**src/rtl/fpaddsub_pkg.sv**
```systemverilog
// Shared definitions for the fpaddsub floating-point adder/subtractor.
// Holds the FSM state type, flag bit positions, rounding-field layout and
// constructors for the special encodings (canonical qNaN, signed Inf). The
// constructors take the field widths as arguments and return a 64-bit word
// (the widest legal format); callers truncate to their own word width.
package fpaddsub_pkg;

  typedef enum logic [2:0] {
    StIdle,
    StAlign,
    StAdd,
    StNorm,
    StRound,
    StOut
  } state_e;

  // Bit positions inside flags = {invalid, overflow, underflow, inexact}.
  localparam int unsigned FlagInvalid   = 3;
  localparam int unsigned FlagOverflow  = 2;
  localparam int unsigned FlagUnderflow = 1;
  localparam int unsigned FlagInexact   = 0;

  // Extra bits carried below the significand LSB and their positions.
  localparam int unsigned GrsW      = 3;
  localparam int unsigned RndGuard  = 2;
  localparam int unsigned RndRound  = 1;
  localparam int unsigned RndSticky = 0;

  // Signed working exponent: wide enough for biased exp + 1 and exp - lzc.
  localparam int unsigned ExpIntW = 16;

  // Canonical quiet NaN: sign 0, exponent all ones, fraction MSB set.
  function automatic logic [63:0] qnan_word(input int unsigned exp_w,
                                            input int unsigned man_w);
    logic [63:0] w;
    w = ((64'd1 << exp_w) - 64'd1) << man_w;
    w = w | (64'd1 << (man_w - 1));
    return w;
  endfunction

  // Signed infinity: exponent all ones, fraction zero.
  function automatic logic [63:0] inf_word(input logic        sign,
                                           input int unsigned exp_w,
                                           input int unsigned man_w);
    logic [63:0] w;
    w = ((64'd1 << exp_w) - 64'd1) << man_w;
    w = w | (64'(sign) << (exp_w + man_w));
    return w;
  endfunction

endpackage

```
**src/rtl/fpaddsub_lzc.sv**
```systemverilog
// Parametrised leading-zero counter.
//   data_i  : vector to scan, MSB first
//   count_o : number of zeros above the most significant one; Width when
//             data_i is all zeros
module fpaddsub_lzc #(
  parameter int unsigned Width = 27,
  parameter int unsigned CntW  = $clog2(Width + 1)
) (
  input  logic [Width-1:0] data_i,
  output logic [CntW-1:0]  count_o
);

  // Ascending scan: the last hit is the highest set bit.
  always_comb begin
    count_o = CntW'(Width);
    for (int unsigned i = 0; i < Width; i++) begin
      if (data_i[i]) begin
        count_o = CntW'(Width - 1 - i);
      end
    end
  end

endmodule

```
**src/rtl/fpaddsub.sv**
```systemverilog
// Multi-cycle IEEE-754-style floating-point adder/subtractor.
// Normal operands walk IDLE->ALIGN->ADD->NORM->ROUND->OUT; NaN/Inf/both-zero
// operands are resolved while idle and jump straight to OUT. Subnormal inputs
// are read as signed zero, results that would be subnormal flush to zero.
// Rounding is to nearest, ties to even.
//   clk   : rising-edge clock
//   reset : asynchronous active-low reset
//   start : request, sampled only while idle
//   op    : 0 = a + b, 1 = a - b
//   a, b  : operands, {sign, exponent[EXP_W], fraction[MAN_W]}
//   sum   : registered result, held until the next result
//   done  : one-cycle strobe when sum/flags update
//   busy  : high whenever the FSM is not idle
//   flags : {invalid, overflow, underflow, inexact}, held with sum
module fpaddsub
  import fpaddsub_pkg::*;
#(
  parameter int unsigned EXP_W = 8,
  parameter int unsigned MAN_W = 23
) (
  input  logic                   clk,
  input  logic                   reset,
  input  logic                   start,
  input  logic                   op,
  input  logic [EXP_W+MAN_W:0]   a,
  input  logic [EXP_W+MAN_W:0]   b,
  output logic [EXP_W+MAN_W:0]   sum,
  output logic                   done,
  output logic                   busy,
  output logic [3:0]             flags
);

  localparam int unsigned W    = 1 + EXP_W + MAN_W;
  localparam int unsigned SigW = MAN_W + 1 + GrsW;  // hidden + fraction + g/r/s
  localparam int unsigned SW   = SigW + 1;          // plus carry-out bit
  localparam int unsigned RndW = MAN_W + 2;         // rounded significand + carry
  localparam int unsigned CntW = $clog2(SigW + 1);

  localparam logic [EXP_W-1:0]          ExpAllOnes = '1;
  localparam logic signed [ExpIntW-1:0] ExpMaxS    = ExpIntW'((1 << EXP_W) - 1);
  localparam logic signed [ExpIntW-1:0] ExpZeroS   = '0;
  localparam logic signed [ExpIntW-1:0] ExpOneS    = ExpIntW'(1);
  localparam logic [W-1:0]              QNan       = W'(qnan_word(EXP_W, MAN_W));

  state_e state_q, state_d;
  logic   out_load;

  // Unpacked operands (captured on start).
  logic               sign_a_q, sign_b_q;
  logic [EXP_W-1:0]   exp_a_q, exp_b_q;
  logic [MAN_W:0]     man_a_q, man_b_q;
  // Aligned significands.
  logic               sign_big_q, sign_small_q;
  logic [SigW-1:0]    sig_big_q, sig_small_q;
  // Working magnitude, sign and exponent through ADD/NORM/ROUND.
  logic [SW-1:0]      mag_q;
  logic               sign_q, zero_q;
  logic signed [ExpIntW-1:0] exp_q;
  // Result staged for OUT.
  logic [W-1:0]       res_q;
  logic [3:0]         res_flags_q;
  // Architectural outputs.
  logic [W-1:0]       sum_q;
  logic [3:0]         flags_q;
  logic               done_q;

  // ---------------------------------------------------------------------------
  // Input unpack and special-case resolution (used only in IDLE)
  // ---------------------------------------------------------------------------
  logic             in_sa, in_sb;
  logic [EXP_W-1:0] in_ea, in_eb;
  logic [MAN_W-1:0] in_fa, in_fb;
  logic             a_zero, b_zero, a_inf, b_inf, a_nan, b_nan;
  logic             special;
  logic [W-1:0]     spec_res;
  logic [3:0]       spec_flags;

  assign in_sa  = a[W-1];
  assign in_sb  = b[W-1] ^ op;  // subtraction flips b's sign
  assign in_ea  = a[W-2:MAN_W];
  assign in_eb  = b[W-2:MAN_W];
  assign in_fa  = a[MAN_W-1:0];
  assign in_fb  = b[MAN_W-1:0];
  // Exponent zero covers true zeros and subnormals alike.
  assign a_zero = (in_ea == '0);
  assign b_zero = (in_eb == '0);
  assign a_inf  = (in_ea == ExpAllOnes) && (in_fa == '0);
  assign b_inf  = (in_eb == ExpAllOnes) && (in_fb == '0);
  assign a_nan  = (in_ea == ExpAllOnes) && (in_fa != '0);
  assign b_nan  = (in_eb == ExpAllOnes) && (in_fb != '0);

  always_comb begin
    special    = 1'b0;
    spec_res   = '0;
    spec_flags = '0;
    if (a_nan || b_nan || (a_inf && b_inf && (in_sa != in_sb))) begin
      special                 = 1'b1;
      spec_res                = QNan;
      spec_flags[FlagInvalid] = 1'b1;
    end else if (a_inf) begin
      special  = 1'b1;
      spec_res = W'(inf_word(in_sa, EXP_W, MAN_W));
    end else if (b_inf) begin
      special  = 1'b1;
      spec_res = W'(inf_word(in_sb, EXP_W, MAN_W));
    end else if (a_zero && b_zero) begin
      // Only -0 + -0 keeps the negative sign.
      special  = 1'b1;
      spec_res = {in_sa & in_sb, (W - 1)'(0)};
    end
  end

  // ---------------------------------------------------------------------------
  // ALIGN: shift the smaller-exponent significand right, folding lost bits
  // into sticky
  // ---------------------------------------------------------------------------
  logic             a_big;
  logic [EXP_W-1:0] exp_diff;
  logic [SigW-1:0]  small_ext, small_shift, small_lost, align_small, align_big;
  logic signed [ExpIntW-1:0] align_exp;

  always_comb begin
    a_big       = (exp_a_q >= exp_b_q);
    exp_diff    = a_big ? (exp_a_q - exp_b_q) : (exp_b_q - exp_a_q);
    align_big   = {a_big ? man_a_q : man_b_q, GrsW'(0)};
    small_ext   = {a_big ? man_b_q : man_a_q, GrsW'(0)};
    align_exp   = ExpIntW'(a_big ? exp_a_q : exp_b_q);
    small_shift = small_ext >> exp_diff;
    small_lost  = small_ext & ((SigW'(1) << exp_diff) - SigW'(1));
    if (32'(exp_diff) >= MAN_W + 3) begin
      align_small = SigW'(|small_ext);
    end else begin
      align_small            = small_shift;
      align_small[RndSticky] = small_shift[RndSticky] | (|small_lost);
    end
  end

  // ---------------------------------------------------------------------------
  // ADD: magnitude add/subtract by effective sign
  // ---------------------------------------------------------------------------
  logic [SW-1:0] big_x, small_x, add_raw, add_mag;
  logic          add_sign;

  always_comb begin
    big_x   = {1'b0, sig_big_q};
    small_x = {1'b0, sig_small_q};
    add_raw = '0;
    if (sign_big_q == sign_small_q) begin
      add_mag  = big_x + small_x;
      add_sign = sign_big_q;
    end else begin
      add_raw = big_x - small_x;
      // Negative only when exponents were equal and b's significand larger.
      if (add_raw[SW-1]) begin
        add_mag  = small_x - big_x;
        add_sign = sign_small_q;
      end else begin
        add_mag  = add_raw;
        add_sign = sign_big_q;
      end
    end
  end

  // ---------------------------------------------------------------------------
  // NORM: carry-out right shift, otherwise single-step left shift by lzc
  // ---------------------------------------------------------------------------
  logic [CntW-1:0] lz;
  logic [SW-1:0]   norm_mag;
  logic signed [ExpIntW-1:0] norm_exp;
  logic            norm_zero;

  fpaddsub_lzc #(
    .Width (SigW),
    .CntW  (CntW)
  ) u_lzc (
    .data_i  (mag_q[SW-2:0]),
    .count_o (lz)
  );

  always_comb begin
    norm_zero = (mag_q == '0);
    if (mag_q[SW-1]) begin
      norm_mag            = {1'b0, mag_q[SW-1:1]};
      norm_mag[RndSticky] = mag_q[1] | mag_q[0];
      norm_exp            = exp_q + ExpOneS;
    end else begin
      norm_mag = mag_q << lz;
      norm_exp = exp_q - ExpIntW'(lz);
    end
  end

  // ---------------------------------------------------------------------------
  // ROUND: nearest-even, then range checks
  // ---------------------------------------------------------------------------
  logic            rnd_g, rnd_r, rnd_s, rnd_lsb, rnd_up, rnd_inexact;
  logic [RndW-1:0] rnd_sig;
  logic [MAN_W-1:0] rnd_frac;
  logic signed [ExpIntW-1:0] rnd_exp;
  logic [W-1:0]    rnd_res;
  logic [3:0]      rnd_flags;

  always_comb begin
    rnd_g       = mag_q[RndGuard];
    rnd_r       = mag_q[RndRound];
    rnd_s       = mag_q[RndSticky];
    rnd_lsb     = mag_q[GrsW];
    rnd_inexact = rnd_g | rnd_r | rnd_s;
    rnd_up      = rnd_g & (rnd_r | rnd_s | rnd_lsb);
    rnd_sig     = {1'b0, mag_q[SW-2:GrsW]} + RndW'(rnd_up);
    if (rnd_sig[RndW-1]) begin
      // All-ones significand rounded up: becomes 1.000, exponent + 1.
      rnd_frac = rnd_sig[MAN_W:1];
      rnd_exp  = exp_q + ExpOneS;
    end else begin
      rnd_frac = rnd_sig[MAN_W-1:0];
      rnd_exp  = exp_q;
    end
    rnd_flags = '0;
    if (zero_q) begin
      rnd_res = '0;
    end else if (rnd_exp >= ExpMaxS) begin
      rnd_res                   = W'(inf_word(sign_q, EXP_W, MAN_W));
      rnd_flags[FlagOverflow]   = 1'b1;
      rnd_flags[FlagInexact]    = 1'b1;
    end else if (rnd_exp <= ExpZeroS) begin
      rnd_res                   = {sign_q, (W - 1)'(0)};
      rnd_flags[FlagUnderflow]  = 1'b1;
      rnd_flags[FlagInexact]    = rnd_inexact;
    end else begin
      rnd_res                   = {sign_q, rnd_exp[EXP_W-1:0], rnd_frac};
      rnd_flags[FlagInexact]    = rnd_inexact;
    end
  end

  // ---------------------------------------------------------------------------
  // FSM
  // ---------------------------------------------------------------------------
  always_ff @(posedge clk or negedge reset) begin
    if (!reset) begin
      state_q <= StIdle;
    end else begin
      state_q <= state_d;
    end
  end

  always_comb begin
    state_d = state_q;
    unique case (state_q)
      StIdle:  if (start) state_d = special ? StOut : StAlign;
      StAlign: state_d = StAdd;
      StAdd:   state_d = StNorm;
      StNorm:  state_d = StRound;
      StRound: state_d = StOut;
      StOut:   state_d = StIdle;
      default: state_d = StIdle;
    endcase
  end

  always_comb begin
    busy     = 1'b1;
    out_load = 1'b0;
    unique case (state_q)
      StIdle:  busy = 1'b0;
      StOut:   out_load = 1'b1;
      default: ;
    endcase
  end

  // ---------------------------------------------------------------------------
  // Datapath registers
  // ---------------------------------------------------------------------------
  always_ff @(posedge clk or negedge reset) begin
    if (!reset) begin
      sign_a_q     <= 1'b0;
      sign_b_q     <= 1'b0;
      exp_a_q      <= '0;
      exp_b_q      <= '0;
      man_a_q      <= '0;
      man_b_q      <= '0;
      sign_big_q   <= 1'b0;
      sign_small_q <= 1'b0;
      sig_big_q    <= '0;
      sig_small_q  <= '0;
      mag_q        <= '0;
      sign_q       <= 1'b0;
      zero_q       <= 1'b0;
      exp_q        <= '0;
      res_q        <= '0;
      res_flags_q  <= '0;
    end else begin
      unique case (state_q)
        StIdle: begin
          if (start) begin
            sign_a_q    <= in_sa;
            sign_b_q    <= in_sb;
            exp_a_q     <= in_ea;
            exp_b_q     <= in_eb;
            man_a_q     <= a_zero ? '0 : {1'b1, in_fa};
            man_b_q     <= b_zero ? '0 : {1'b1, in_fb};
            res_q       <= spec_res;
            res_flags_q <= spec_flags;
          end
        end
        StAlign: begin
          sign_big_q   <= a_big ? sign_a_q : sign_b_q;
          sign_small_q <= a_big ? sign_b_q : sign_a_q;
          sig_big_q    <= align_big;
          sig_small_q  <= align_small;
          exp_q        <= align_exp;
        end
        StAdd: begin
          mag_q  <= add_mag;
          sign_q <= add_sign;
        end
        StNorm: begin
          mag_q  <= norm_mag;
          exp_q  <= norm_exp;
          zero_q <= norm_zero;
        end
        StRound: begin
          res_q       <= rnd_res;
          res_flags_q <= rnd_flags;
        end
        default: ;
      endcase
    end
  end

  always_ff @(posedge clk or negedge reset) begin
    if (!reset) begin
      sum_q   <= '0;
      flags_q <= '0;
      done_q  <= 1'b0;
    end else begin
      done_q <= out_load;
      if (out_load) begin
        sum_q   <= res_q;
        flags_q <= res_flags_q;
      end
    end
  end

  assign sum   = sum_q;
  assign flags = flags_q;
  assign done  = done_q;

endmodule

```
**config.mk**
```make
export PLATFORM = sky130hd
export DESIGN_NAME = fpaddsub
export DESIGN_NICKNAME = d
export VERILOG_FILES = /design/src/rtl/fpaddsub_pkg.sv /design/src/rtl/fpaddsub_lzc.sv /design/src/rtl/fpaddsub.sv
export SDC_FILE = /design/constraint.sdc
export NUM_CORES = 1
export LEC_CHECK = 0
export BUFFER_PORTS_ARGS = -buffer_cell sky130_fd_sc_hd__buf_2
export CAP_MARGIN = 20
export CELL_PAD_IN_SITES_DETAIL_PLACEMENT = 1
export CELL_PAD_IN_SITES_GLOBAL_PLACEMENT = 2
export CORE_MARGIN = 3
export CORE_UTILIZATION = 35
export DETAILED_ROUTE_END_ITERATION = 16
export MAX_ROUTING_LAYER = met4
export PLACE_DENSITY = 0.87
export SLEW_MARGIN = 20
export SYNTH_ARGS = -nofsm -noshare
export SYNTH_HDL_FRONTEND = slang
export SYNTH_SLANG_ARGS = --single-unit
```
**constraint.sdc**
```tcl
create_clock -name clk -period 4.81 [get_ports clk]
set_input_delay 1.443 -clock clk [delete_from_list [all_inputs] [get_ports clk]]
set_output_delay 1.443 -clock clk [all_outputs]
set_load 0.01 [all_outputs]
```
==> flow_summary.json <==
{
  "outcome": "finished, final reports clean",
  "yosysSeqAreaShare": 0.304,
  "endpoint_kind": "register",
  "grt_first_pass_wirelength_um": 121000,
  "hold_end": "sum[17]$_DFFE_PN0P_",
  "drive_gt1_frac": 0.141,
  "routed.top_layer": "met4",
  "grt_max_degree": 81,
  "rrSetupSlack_ps": 310,
  "hold_path_depth": 2,
  "grt_pass1_vias": 20500,
  "ys_warn_count": 0,
  "synth_top_area_share": 0.304,
  "antenna_found_initial": 1,
  "finalSetupViolCount": 0,
  "period_minus_slack_ps": 4500,
  "die_w_um": 244,
  "viasPerCell": 6.11,
  "dr.pass1.iters": 5,
  "worst_pin_slew_ps": 1030,
  "hold_start": "sum[17]$_DFFE_PN0P_",
  "synth-edff-count": 0,
  "slew_violations": 0,
  "drt_first_iter_violations": 1608,
  "yosys.area.top_type": "dfrtp_1",
  "htree_levels": 1,
  "final_hold_viol_count": 0,
  "cts_resized": 0,
  "die_h_um": 244,
  "wl_met1_um": 35100,
  "syn_nets": 2613,
  "ys.flop_type": "dfrtp_1",
  "clkSinkCount": 241,
  "nets": 2657,
  "yosysUniqueCellTypes": 96,
  "reg2reg_depth": 14,
  "regToRegEndpoint": "mag_q[22]$_DFFE_PN0P_",
  "pin_count": 106,
  "finalSetupTns_ps": 0,
  "met2RoutedLength_um": 35200,
  "start_util": 0.357,
  "port_buffers": 105,
  "cp_data_required_time_ps": 5250,
  "cap_violations": 0,
  "root_buffer": "clkbuf_16",
  "final_cell_mix": "nand2_1 (370), dfrtp_1 (241), nor2_1 (205)",
  "cts_buffer_depth": 3,
  "grtUsageTotal": 0.262,
  "vias": 19900,
  "crit_arrival_ps": 4940,
  "clk_latency_ps": 590,
  "rsz0062_at_grt": "no",
  "critical_path_class": "reg -> reg",
  "synth_area_mm2": 0.0199,
  "cts_tree": "done",
  "synthArstFlopShare": 1.00,
  "cts_buffers": 29,
  "ys_seq_elements": 241,
  "max_freq_mhz": 222,
  "post_cts_buffers": 0,
  "worstReg2RegStart": "sig_big_q[21]$_DFFE_PN0P_",
  "grt_overflow_total": 0,
  "wl_met3_um": 4180,
  "syn_to_final_growth_pct": 12.6,
  "cts_hold_buf": 0,
  "final_common_cell": "nand2_1",
  "antenna_left": 0,
  "wl_per_cell_um": 23.7,
  "coreArea_mm2": 0.0556,
  "synth_area_per_cell_um2": 8.12,
  "period_share": 0.936,
  "dp_hpwl_um": 59000,
  "max_slew_margin": 0.294,
  "synth_area_leaders": "dfrtp_1 (30%), nand2_1 (7.0%), ha_1 (6.1%)",
  "globalplace.congestion": 0.973,
  "fp.dieArea_mm2": 0.0596,
  "rows": 86,
  "start_kind": "register",
  "wirelength_um": 77300,
  "drc": 0,
  "crit_fanout": 18,
  "finClkSkew_ps": 31.1,
  "synthCells": 2444,
  "hp-class": "reg -> reg",
  "clk_pin_slew_worst_paths_ps": 70
}
## routing by layer
metal / track usage / vias up
met4: 0.0894 / 0
met5: - / -
met2: 0.408 / 646
met3: 0.0302 / 134
li1: - / 9036
met1: 0.353 / 10100
## how the worst max path moves through the flow
stage	slack, ps	to	depth (start not counted)	startpoint
4_1_cts	420	mag_q[22]$_DFFE_PN0P_	14	sig_big_q[21]$_DFFE_PN0P_
5_1_grt	30	mag_q[22]$_DFFE_PN0P_	14	sig_big_q[21]$_DFFE_PN0P_
6_report	310	mag_q[22]$_DFFE_PN0P_	14	sig_big_q[21]$_DFFE_PN0P_
2_1_floorplan	370	exp_q[12]$_DFFE_PN0P_	21	mag_q[11]$_DFFE_PN0P_
3_5_place_dp	430	mag_q[22]$_DFFE_PN0P_	14	sig_big_q[21]$_DFFE_PN0P_
3_3_place_gp	460	mag_q[26]$_DFFE_PN0P_	14	sig_big_q[21]$_DFFE_PN0P_
## state kept, by name, indices dropped and copies added (netlist names)
signal        cells
done              1
exp_a_q           8
exp_b_q           8
exp_q            16
flags             4
mag_q            28
man_a_q          24
man_b_q          24
res_flags_q       4
res_q            32
sig_big_q        24
sig_small_q      27
sign_a_q          1
sign_b_q          1
sign_big_q        1
sign_q            1
sign_small_q      1
state_q           3
sum              32
zero_q            1
## kinds of logic after synthesis
kind of cell,share of synthesized area
xor+xnor,0.0251
buf+inv,0.0618
flops,0.304
simple gates,0.206
mux,0.0792
fa+ha+maj,0.0655
compound gates,0.258
## area by class of cell
class	count	area [um^2]
Timing Repair Buffer	193	1240
Clock inverter	11	211
Sequential cell	241	6030
Inverter	117	439
Clock buffer	41	861
Tap cell	748	936
Multi-Input combinational cell	1906	12600
Fill cell	6672	33300
Antenna cell	1	2.50
## stage by stage
stage,util,worst slack (ps),instance area (um^2),hold WS (ps),cells
after floorplan,-,372,19900,439,2444
after global placement,0.382,463,21200,454,3204
after detailed placement,0.382,434,21200,463,3204
after CTS,0.401,425,22300,477,3256
after global routing,0.402,29.3,22400,497,3258
final,0.402,307,22400,469,3258
## critical path, stage by stage, from the launching register on
cell	delay, ps
dfrtp_1	460
inv_1	70
ha_1	550
inv_1	220
nor3_1	330
a221oi_1	130
o21ai_1	450
nor2_2	100
buf_4	230
o211ai_1	160
a31oi_1	210
o41ai_1	820
a21o_1	230
mux2i_1	280
a32oi_1	130
## Yosys cell counts, types with 13 or more instances
cell        n
a221oi_1   15
o21ai_0   127
a211oi_1   20
a22o_1     73
xnor2_1    38
nand4_1    25
nor3_1     68
nor4_1     28
a31oi_1    50
nor2_1    207
o31ai_1    23
a211o_1    14
a21o_1     32
mux2i_1    58
a21oi_1   132
xor2_1     19
o21bai_1   17
o221ai_1   13
buf_2      36
nand2b_1   20
and3_1     14
inv_1     111
o211ai_1   25
dfrtp_1   241
nand2_1   370
clkbuf_1  123
a311oi_1   15
mux4_2     27
ha_1       96
nor2b_1    17
mux2_2     34
nand3_1    73
and2_1     21
o22ai_1    31
Power is not shown: default switching activity piles up to over one toggle a cycle in this logic, so the estimate is an artifact.
